**src/rtl/gt_lane_bond.sv**
```systemverilog
// gt_lane_bond: multi-lane GT receive deskew on K28.5 markers.
// Define LANE_BOND_STAT_EN to add o_err_cnt (saturating skew-error count).
module gt_lane_bond #(
  parameter int LANES          = 4,
  parameter int DATA_W         = 32,
  parameter int FIFO_DEPTH     = 8,
  parameter int ERR_LIMIT      = 4,
  parameter int SEARCH_TIMEOUT = 1024
) (
  input  logic                     i_sysclk,
  input  logic                     i_rst_n,
  input  logic [LANES-1:0]         i_rx_ByteAlign,
  input  logic [LANES-1:0]         i_rx_valid,
  input  logic [LANES*DATA_W-1:0]  i_rx_data,
  input  logic [LANES*DATA_W/8-1:0] i_rx_char,
  output logic [LANES*DATA_W-1:0]  o_data,
  output logic [LANES*DATA_W/8-1:0] o_char,
  output logic                     o_valid,
  output logic                     o_bonded,
  output logic                     o_skew_err
`ifdef LANE_BOND_STAT_EN
  ,
  output logic [15:0]              o_err_cnt
`endif
);

  localparam int CW = DATA_W / 8;
  localparam int EW = DATA_W + CW;
  localparam int AW = $clog2(FIFO_DEPTH);
  localparam int TW = $clog2(SEARCH_TIMEOUT + 1);
  localparam int MW = $clog2(ERR_LIMIT + 1);

  typedef enum logic [1:0] {
    S_IDLE,
    S_SEARCH,
    S_ALIGNED
  } state_t;

  state_t r_state, w_state_nxt;

  logic [EW-1:0]    r_mem [LANES][FIFO_DEPTH];
  logic [AW:0]      r_wp  [LANES];
  logic [AW:0]      r_rp  [LANES];
  logic [TW-1:0]    r_tmo;
  logic [MW-1:0]    r_mis;
  logic             r_valid;
  logic             r_skew;
  logic [LANES*DATA_W-1:0] r_data;
  logic [LANES*CW-1:0]     r_char;

  logic [EW-1:0]    w_head [LANES];
  logic [LANES-1:0] w_empty, w_full, w_mk, w_wr, w_pop;
  logic w_ba_lost, w_all_mk, w_apop, w_ovf;
  logic w_tmo, w_mis, w_lim, w_flush, w_skew;

  always_comb begin
    w_empty = '0;
    w_full  = '0;
    w_mk    = '0;
    w_wr    = '0;
    for (int k = 0; k < LANES; k++) begin
      w_head[k]  = r_mem[k][r_rp[k][AW-1:0]];
      w_empty[k] = (r_wp[k] == r_rp[k]);
      w_full[k]  = ((r_wp[k] - r_rp[k]) == (AW+1)'(FIFO_DEPTH));
      w_mk[k]    = !w_empty[k] && (w_head[k][7:0] == 8'hBC)
                   && w_head[k][DATA_W];
      w_wr[k]    = i_rx_valid[k] && (r_state != S_IDLE);
    end
  end

  assign w_ba_lost = !(&i_rx_ByteAlign) && (r_state != S_IDLE);
  assign w_all_mk  = &w_mk;
  assign w_apop    = (r_state == S_ALIGNED) && !(|w_empty);

  // SEARCH drops non-marker heads; ALIGNED pops all lanes or none
  always_comb begin
    w_pop = '0;
    if (r_state == S_SEARCH)
      w_pop = ~w_empty & ~w_mk;
    else if (r_state == S_ALIGNED)
      w_pop = {LANES{w_apop}};
  end

  assign w_ovf   = |(w_wr & w_full & ~w_pop);
  assign w_tmo   = (r_state == S_SEARCH)
                   && (r_tmo == TW'(SEARCH_TIMEOUT - 1));
  assign w_mis   = w_apop && (|w_mk) && !w_all_mk;
  assign w_lim   = w_mis && (r_mis == MW'(ERR_LIMIT - 1));
  assign w_flush = w_ba_lost || w_ovf || w_tmo || w_lim;
  assign w_skew  = !w_ba_lost && (w_ovf || w_tmo || w_mis);

  always_ff @(posedge i_sysclk) begin
    if (!i_rst_n) r_state <= S_IDLE;
    else          r_state <= w_state_nxt;
  end

  always_comb begin
    w_state_nxt = r_state;
    unique case (r_state)
      S_IDLE:
        if (&i_rx_ByteAlign) w_state_nxt = S_SEARCH;
      S_SEARCH:
        if (w_ba_lost)
          w_state_nxt = S_IDLE;
        else if (!w_ovf && !w_tmo && w_all_mk)
          w_state_nxt = S_ALIGNED;
      S_ALIGNED:
        if (w_ba_lost)
          w_state_nxt = S_IDLE;
        else if (w_ovf || w_lim)
          w_state_nxt = S_SEARCH;
      default:
        w_state_nxt = S_IDLE;
    endcase
  end

  always_comb begin
    o_bonded   = (r_state == S_ALIGNED);
    o_valid    = r_valid;
    o_skew_err = r_skew;
    o_data     = r_data;
    o_char     = r_char;
  end

  // Storage needs no reset; a flush only rewinds the pointers
  always_ff @(posedge i_sysclk) begin
    for (int k = 0; k < LANES; k++)
      if (w_wr[k])
        r_mem[k][r_wp[k][AW-1:0]] <=
          {i_rx_char[k*CW +: CW], i_rx_data[k*DATA_W +: DATA_W]};
  end

  always_ff @(posedge i_sysclk) begin
    for (int k = 0; k < LANES; k++) begin
      if (!i_rst_n || w_flush) begin
        r_wp[k] <= '0;
        r_rp[k] <= '0;
      end else begin
        if (w_wr[k])  r_wp[k] <= r_wp[k] + 1'b1;
        if (w_pop[k]) r_rp[k] <= r_rp[k] + 1'b1;
      end
    end
  end

  always_ff @(posedge i_sysclk) begin
    if (!i_rst_n) begin
      r_tmo   <= '0;
      r_mis   <= '0;
      r_valid <= 1'b0;
      r_skew  <= 1'b0;
      r_data  <= '0;
      r_char  <= '0;
    end else begin
      r_tmo  <= (r_state == S_SEARCH && !w_flush) ? r_tmo + 1'b1 : '0;
      r_skew <= w_skew;
      if (r_state != S_ALIGNED || w_flush)
        r_mis <= '0;
      else if (w_mis)
        r_mis <= r_mis + 1'b1;
      else if (w_apop && w_all_mk)
        r_mis <= '0;
      r_valid <= w_apop && !w_ba_lost;
      if (w_apop && !w_ba_lost)
        for (int k = 0; k < LANES; k++) begin
          r_data[k*DATA_W +: DATA_W] <= w_head[k][DATA_W-1:0];
          r_char[k*CW +: CW]         <= w_head[k][EW-1:DATA_W];
        end
    end
  end

`ifdef LANE_BOND_STAT_EN
  logic [15:0] r_err_cnt;

  always_ff @(posedge i_sysclk) begin
    if (!i_rst_n)
      r_err_cnt <= '0;
    else if (w_skew && r_err_cnt != 16'hFFFF)
      r_err_cnt <= r_err_cnt + 16'd1;
  end

  assign o_err_cnt = r_err_cnt;
`endif

endmodule

```
**config.mk**
```make
export PLATFORM = sky130hd
export DESIGN_NAME = gt_lane_bond
export DESIGN_NICKNAME = d
export VERILOG_FILES = /design/src/rtl/gt_lane_bond.sv
export SDC_FILE = /design/constraint.sdc
export NUM_CORES = 1
export LEC_CHECK = 0
export ABC_AREA = 1
export BUFFER_PORTS_ARGS = -buffer_cell sky130_fd_sc_hd__clkbuf_2
export CAP_MARGIN = 20
export CORE_MARGIN = 3
export CORE_UTILIZATION = 33
export DETAILED_ROUTE_END_ITERATION = 10
export GPL_ROUTABILITY_DRIVEN = 0
export PLACE_DENSITY = 0.57
export SLEW_MARGIN = 20
export SYNTH_ARGS = -nofsm -noshare
export SYNTH_HDL_FRONTEND = slang
export SYNTH_SLANG_ARGS = --single-unit
export TNS_END_PERCENT = 100
```
**constraint.sdc**
```tcl
create_clock -name i_sysclk -period 11.2 [get_ports i_sysclk]
set_input_delay 1.12 -clock i_sysclk [delete_from_list [all_inputs] [get_ports i_sysclk]]
set_output_delay 1.12 -clock i_sysclk [all_outputs]
set_load 0.005 [all_outputs]
```
After elaboration in Yosys (flattened, before gate mapping)

Memory sizes are Yosys's and may differ from the RTL's.
Cells that the tools add are included.

$add $sub $neg: 14
Order comparisons: 12
Equal/unequal tests: 20
Multiplexer cells: 68
Bitwise operators: 23
Reductions and logical operators: 59

Operators by type and width:

| cell                                                        | number |
|---|---|
| 2-to-1 mux 288 bit                                          | 4 |
| binary-select mux 36 bit (select 3 bit)                     | 4 |
| demux 36 bit (select 3 bit)                                 | 4 |
| 2-to-1 mux 36 bit                                           | 12 |
| 2-to-1 mux 4 bit                                            | 10 |
| adder 4 x 1 -> 4 bit (second input constant)                | 8 |
| equality test 8 bit (second input constant)                 | 4 |
| >= comparator 4 bit (second input constant)                 | 8 |
| inverter 3 -> 4 bit                                         | 8 |
| logical AND 1 bit                                           | 28 |
| 2-to-1 mux 1 bit                                            | 26 |
| equality test 4 bit                                         | 4 |
| equality test 4 bit (second input constant)                 | 4 |
| less-than comparator 4 x 1 -> 1 bit (second input constant) | 4 |
| subtractor 4 bit                                            | 4 |
| bitwise AND 4 bit                                           | 3 |
| zero test 1 bit                                             | 12 |
| inverter 4 bit                                              | 3 |
| OR reduction 4 bit                                          | 3 |
| adder 11 x 1 -> 11 bit (second input constant)              | 1 |
| equality test 11 x 10 -> 1 bit (second input constant)      | 1 |
| 2-to-1 mux 2 bit                                            | 5 |
| logical OR 1 bit                                            | 8 |
| OR 1 bit                                                    | 8 |
| 16 further kinds                                            | 20 |

Bits in registers: 162
RAM bits: 1,184
Word-level logic and storage cells: 206
Memories kept: 3

Memories:

| name  | depth | width | read ports | clocked after memory_dff | write ports | RTL line | RTL |
|---|---|---|---|---|---|---|---|
| r_mem | 4     | 288   | 4          | 0                        | 4           | 41       | `logic [EW-1:0] r_mem [LANES][FIFO_DEPTH];` |
| r_rp  | 4     | 4     | 4          | 0                        | 4           | 43       | `logic [AW:0] r_rp [LANES];` |
| r_wp  | 4     | 4     | 4          | 0                        | 4           | 42       | `logic [AW:0] r_wp [LANES];` |

Logic depth before layout (Yosys ltp)

Word-level depth: 20
Mapped depth: 23

Least setup slack after synthesis

OpenSTA, ideal clock, no wires.

Path kind: input -> register
From: input port i_rx_valid[0]
To: memory r_mem[0][36] in the netlist's numbering, enable pin
Setup time: 0.474 ns
Arrival: 3.908 ns
Required time: 10.726 ns
Slack: 6.818 ns
Stages on the path: 4
Path buffers: 0
Cells stage by stage: nand2_1 inv_1 nand2_1 nor3_1

RTL lines:

| what               | RTL line | RTL |
|---|---|---|
| start: declaration | 13       | `input logic [LANES-1:0] i_rx_valid,` |
| end: declaration   | 41       |  |

==> flow_metrics.py <==
metrics = {
    "sta": {
        "timing.max_slew.rel_slack": 0.271,
        "setup_violations": 0,
        "worst_slack_ps": 6520,
        "post-route-min-period_ps": 4680,
        "finalCritPeriodShare": 0.418,
        "achievable-frequency_ghz": 0.214,
        "grt_setup_unrepaired": "false",
        "final_max_slew_viol_count": 0,
        "totalNegativeSetupSlack_ps": 0,
        "hold_viol_final": 0,
        "clock-skew-final_ps": 40.1,
        "max_slew.worst_pin.slew_ps": 1090,
    },
    "placed_design": {
        "io_buffers": 300,
        "place_inst": 6638,
        "post-dp-hpwl_microns": 75000,
        "pre_cts_ws_ps": 6490,
    },
    "floorplan": {
        "floorplan.die_area_sq_mm": 0.165,
        "std_cell_rows": 146,
        "die_h_microns": 406,
        "floorplan.initialDensity": 0.333,
        "floorplan.core_area_sq_mm": 0.159,
        "floorplan.io_pins": 301,
        "die_width_microns": 406,
    },
    "route": {
        "post_drt_wl_per_cell_microns": 20.0,
        "drc_errors": 0,
        "avgViaCountPerCell": 4.88,
        "vias": 33816,
        "dr.first_iter.drc_count": 2593,
        "drt_first_pass_iters": 7,
        "antenna_violating_nets_post_route": 0,
        "route.final.wire_length_microns": 139000,
    },
    "synth": {
        "synth_largest_area_cell": "sky130_fd_sc_hd__edfxtp_1",
        "synthesized_flop_and_latch_total": 1346,
        "count_of_flip_flops_with_a_built_in_enable_after_synthesis": 1184,
        "syn_inst": 4464,
        "yosysWarnings": 0,
        "synth.net_count": 4641,
        "sequential_fraction_of_the_synthesis_area": 0.734,
        "async_sr_flop_fraction": 0,
        "synthFlopType": "sky130_fd_sc_hd__edfxtp_1",
        "netlist_area_sq_mm": 0.0528,
        "yosysTopAreaCellShare": 0.673,
        "post_synth.cell_area_avg_sq_um": 11.8,
        "yosys-top-cells-area": "sky130_fd_sc_hd__edfxtp_1 67%, sky130_fd_sc_hd__dfxtp_1 6.1%, sky130_fd_sc_hd__nand2_1 5.8%, sky130_fd_sc_hd__o21ai_0 5.6%, sky130_fd_sc_hd__nor2_1 4.2%",
        "synth_most_common_cell": "sky130_fd_sc_hd__edfxtp_1",
        "netlist-cell-type-count": 36,
        "synth_common_cells": "1184 x sky130_fd_sc_hd__edfxtp_1, 814 x sky130_fd_sc_hd__nand2_1, 595 x sky130_fd_sc_hd__nor2_1, 589 x sky130_fd_sc_hd__o21ai_0, 208 x sky130_fd_sc_hd__inv_1",
    },
    "layout": {
        "layout-area-overhead-vs-synth_pct": 16.9,
        "ff_latch_area_sq_mm": 0.0388,
        "layout-drive-gt1-share": 0.135,
        "fill_cells": 15082,
        "footprint_of_the_multi_input_gates_sq_mm": 0.0123,
        "stdcell_count": 6933,
        "fin_nets": 4896,
    },
    "clock_tree": {
        "postCtsResizedCells": 0,
        "clock_sink_count": 1346,
        "cts-htree-levels": 4,
        "holdBufCountCts": 0,
        "clk_path_buf_depth": 3,
        "root_buffer": "sky130_fd_sc_hd__clkbuf_16",
        "clock_pin_slew_reported_for_the_worst_setup_and_hold_paths_after_clock_tree_synthesis_ps": 60,
        "cts_inserted_buffers": 149,
        "worst_skew_pair.late_latency_ps": 770,
        "cts.repair_timing.setup_buffer_count": 0,
        "tritoncts": "built",
    },
    "power": {
        "ir_drop_worst_vdd_mv": 0.149,
        "static-leakage-power_nw": 22.2,
        "p_per_area_mw_per_mm2": 231,
    },
    "critical_path": {
        "setup.worst_path.start": "r_rp[2][0]",
        "critPathRequiredTime_ps": 11610,
        "rr_startpoint": "r_rp[2][0]",
        "worstPathArrival_ps": 5100,
        "cp_max_fo": 77,
        "start_kind": "register",
        "critical_path.endpoint_type": "register",
        "worstSetupPathType": "register to register",
    },
    "grt": {
        "globalRouteOverflowTotal": 0,
        "initial_antenna_violation_count": 25,
        "grt_first_pass_wirelength_microns": 206000,
        "first_global_vias": 32506,
        "grt_max_degree": 104,
        "grt_util_all_layers": 0.166,
    },
    "run": {
        "cap_viol_max_count": 0,
    },
    "status": {
        "outcome": "complete, no violations",
    },
    "min_path": {
        "hp-class": "register to register",
        "hold_start": "r_tmo[0]",
    },
}
[cell families (layout without fill, tap and decap cells)]
family,Yosys count,in the layout,synth area share
other,0,16,0
xor gates and xnor gates,34,34,0.00564
AOI/OAI and AO/OA,978,978,0.0986
DFF,1346,1346,0.734
adders and majority gates,23,23,0.00545
buffers and inverters,487,868,0.0370
and+or+nand+nor,1596,1596,0.119
[cell usage in the layout (no fill, tap or decap), types with 6 or more instances in the layout]
cell type,n
sky130_fd_sc_hd__clkinvlp_4,6
sky130_fd_sc_hd__clkinv_16,7
sky130_fd_sc_hd__clkbuf_2,299
sky130_fd_sc_hd__nor2_4,29
sky130_fd_sc_hd__ha_1,23
sky130_fd_sc_hd__dfxtp_1,162
sky130_fd_sc_hd__diode_2,16
sky130_fd_sc_hd__nor2_2,8
sky130_fd_sc_hd__xor2_1,21
sky130_fd_sc_hd__clkinv_2,19
sky130_fd_sc_hd__clkinv_1,22
sky130_fd_sc_hd__buf_4,67
sky130_fd_sc_hd__clkbuf_8,16
sky130_fd_sc_hd__xnor2_1,13
sky130_fd_sc_hd__clkbuf_1,34
sky130_fd_sc_hd__edfxtp_1,1184
sky130_fd_sc_hd__clkbuf_16,150
sky130_fd_sc_hd__a21oi_1,134
sky130_fd_sc_hd__o22ai_1,108
sky130_fd_sc_hd__nand3_1,142
sky130_fd_sc_hd__bufinv_16,14
sky130_fd_sc_hd__nor3_1,15
sky130_fd_sc_hd__a31oi_1,127
sky130_fd_sc_hd__inv_1,208
sky130_fd_sc_hd__o21ai_1,12
sky130_fd_sc_hd__nand2_1,814
sky130_fd_sc_hd__nor2_1,567
sky130_fd_sc_hd__o21ai_0,589
[cell type report]
| type | count | area share |
|---|---|---|
| multi-input cells | 2631 | 0.199 |
| clock inverters | 77 | 0.0162 |
| inverters | 222 | 0.0137 |
| repair buffers | 369 | 0.0332 |
| well taps | 2072 | 0.0420 |
| diodes | 16 | 0.000649 |
| clock buffers | 200 | 0.0664 |
| flip-flops and latches | 1346 | 0.628 |
[per-stage QoR]
| stage | util | hold WS, ps | power [mW] | cell area (sq um) |
|---|---|---|---|---|
| 3_3_place_gp | 0.356 | 442 | 9.37 | 56600 |
| 5_1_grt | 0.389 | 480 | 15.1 | 61700 |
| 3_5_place_dp | 0.356 | 455 | 9.41 | 56600 |
| 4_1_cts | 0.388 | 467 | 14.4 | 61700 |
| 6_report | 0.389 | 462 | 14.3 | 61700 |
| 2_1_floorplan | - | 427 | 8.24 | 52800 |
[per-layer routing]
| metal | wire length (microns) | track usage |
|---|---|---|
| met3 | 9620 | 0.0431 |
| met1 | 61700 | 0.222 |
| met2 | 63800 | 0.263 |
| met5 | 25 | 0 |
| met4 | 3540 | 0.0537 |
[worst paths after layout]
path	slack (ps)	to	depth (start not counted)
max	6520	r_rp[1][3]	17
min	460	r_tmo[0]	1
max reg2reg	6520	r_rp[1][3]	17
min reg2reg	460	r_tmo[0]	1
[state kept, by name, indices dropped and copies added (netlist names)]
register    count
r_mem        1152
o_char         16
o_skew_err      1
r_state         2
r_wp           16
r_mis           3
o_valid         1
r_tmo          11
r_rp           16
o_data        128
[worst max-delay path, cell delays in order, from the launching register on]
cell                       delay, ps
sky130_fd_sc_hd__edfxtp_1        350
sky130_fd_sc_hd__buf_4           340
sky130_fd_sc_hd__inv_4           600
sky130_fd_sc_hd__buf_4           770
sky130_fd_sc_hd__o21ai_0         260
sky130_fd_sc_hd__nand2_1         110
sky130_fd_sc_hd__nand2_1          70
sky130_fd_sc_hd__nand2_1         100
sky130_fd_sc_hd__nand2_1          90
sky130_fd_sc_hd__nor2_1           90
sky130_fd_sc_hd__nand3_1         230
sky130_fd_sc_hd__nor2_2          170
sky130_fd_sc_hd__nand2_2          90
sky130_fd_sc_hd__nand4_1         120
sky130_fd_sc_hd__and2_4          160
sky130_fd_sc_hd__nand2_4         140
sky130_fd_sc_hd__inv_4           210
sky130_fd_sc_hd__nand3_1         300
[power by group]
part / internal, mW / leakage, nW / switching [mW] / total, mW
sequential: 5.75 / 12.0 / 0.154 / 5.90
combinational: 0.939 / 7.72 / 2.43 / 3.37
clock: 2.94 / 2.46 / 2.05 / 4.99
Note: power is estimated with default switching activity, not from simulation.
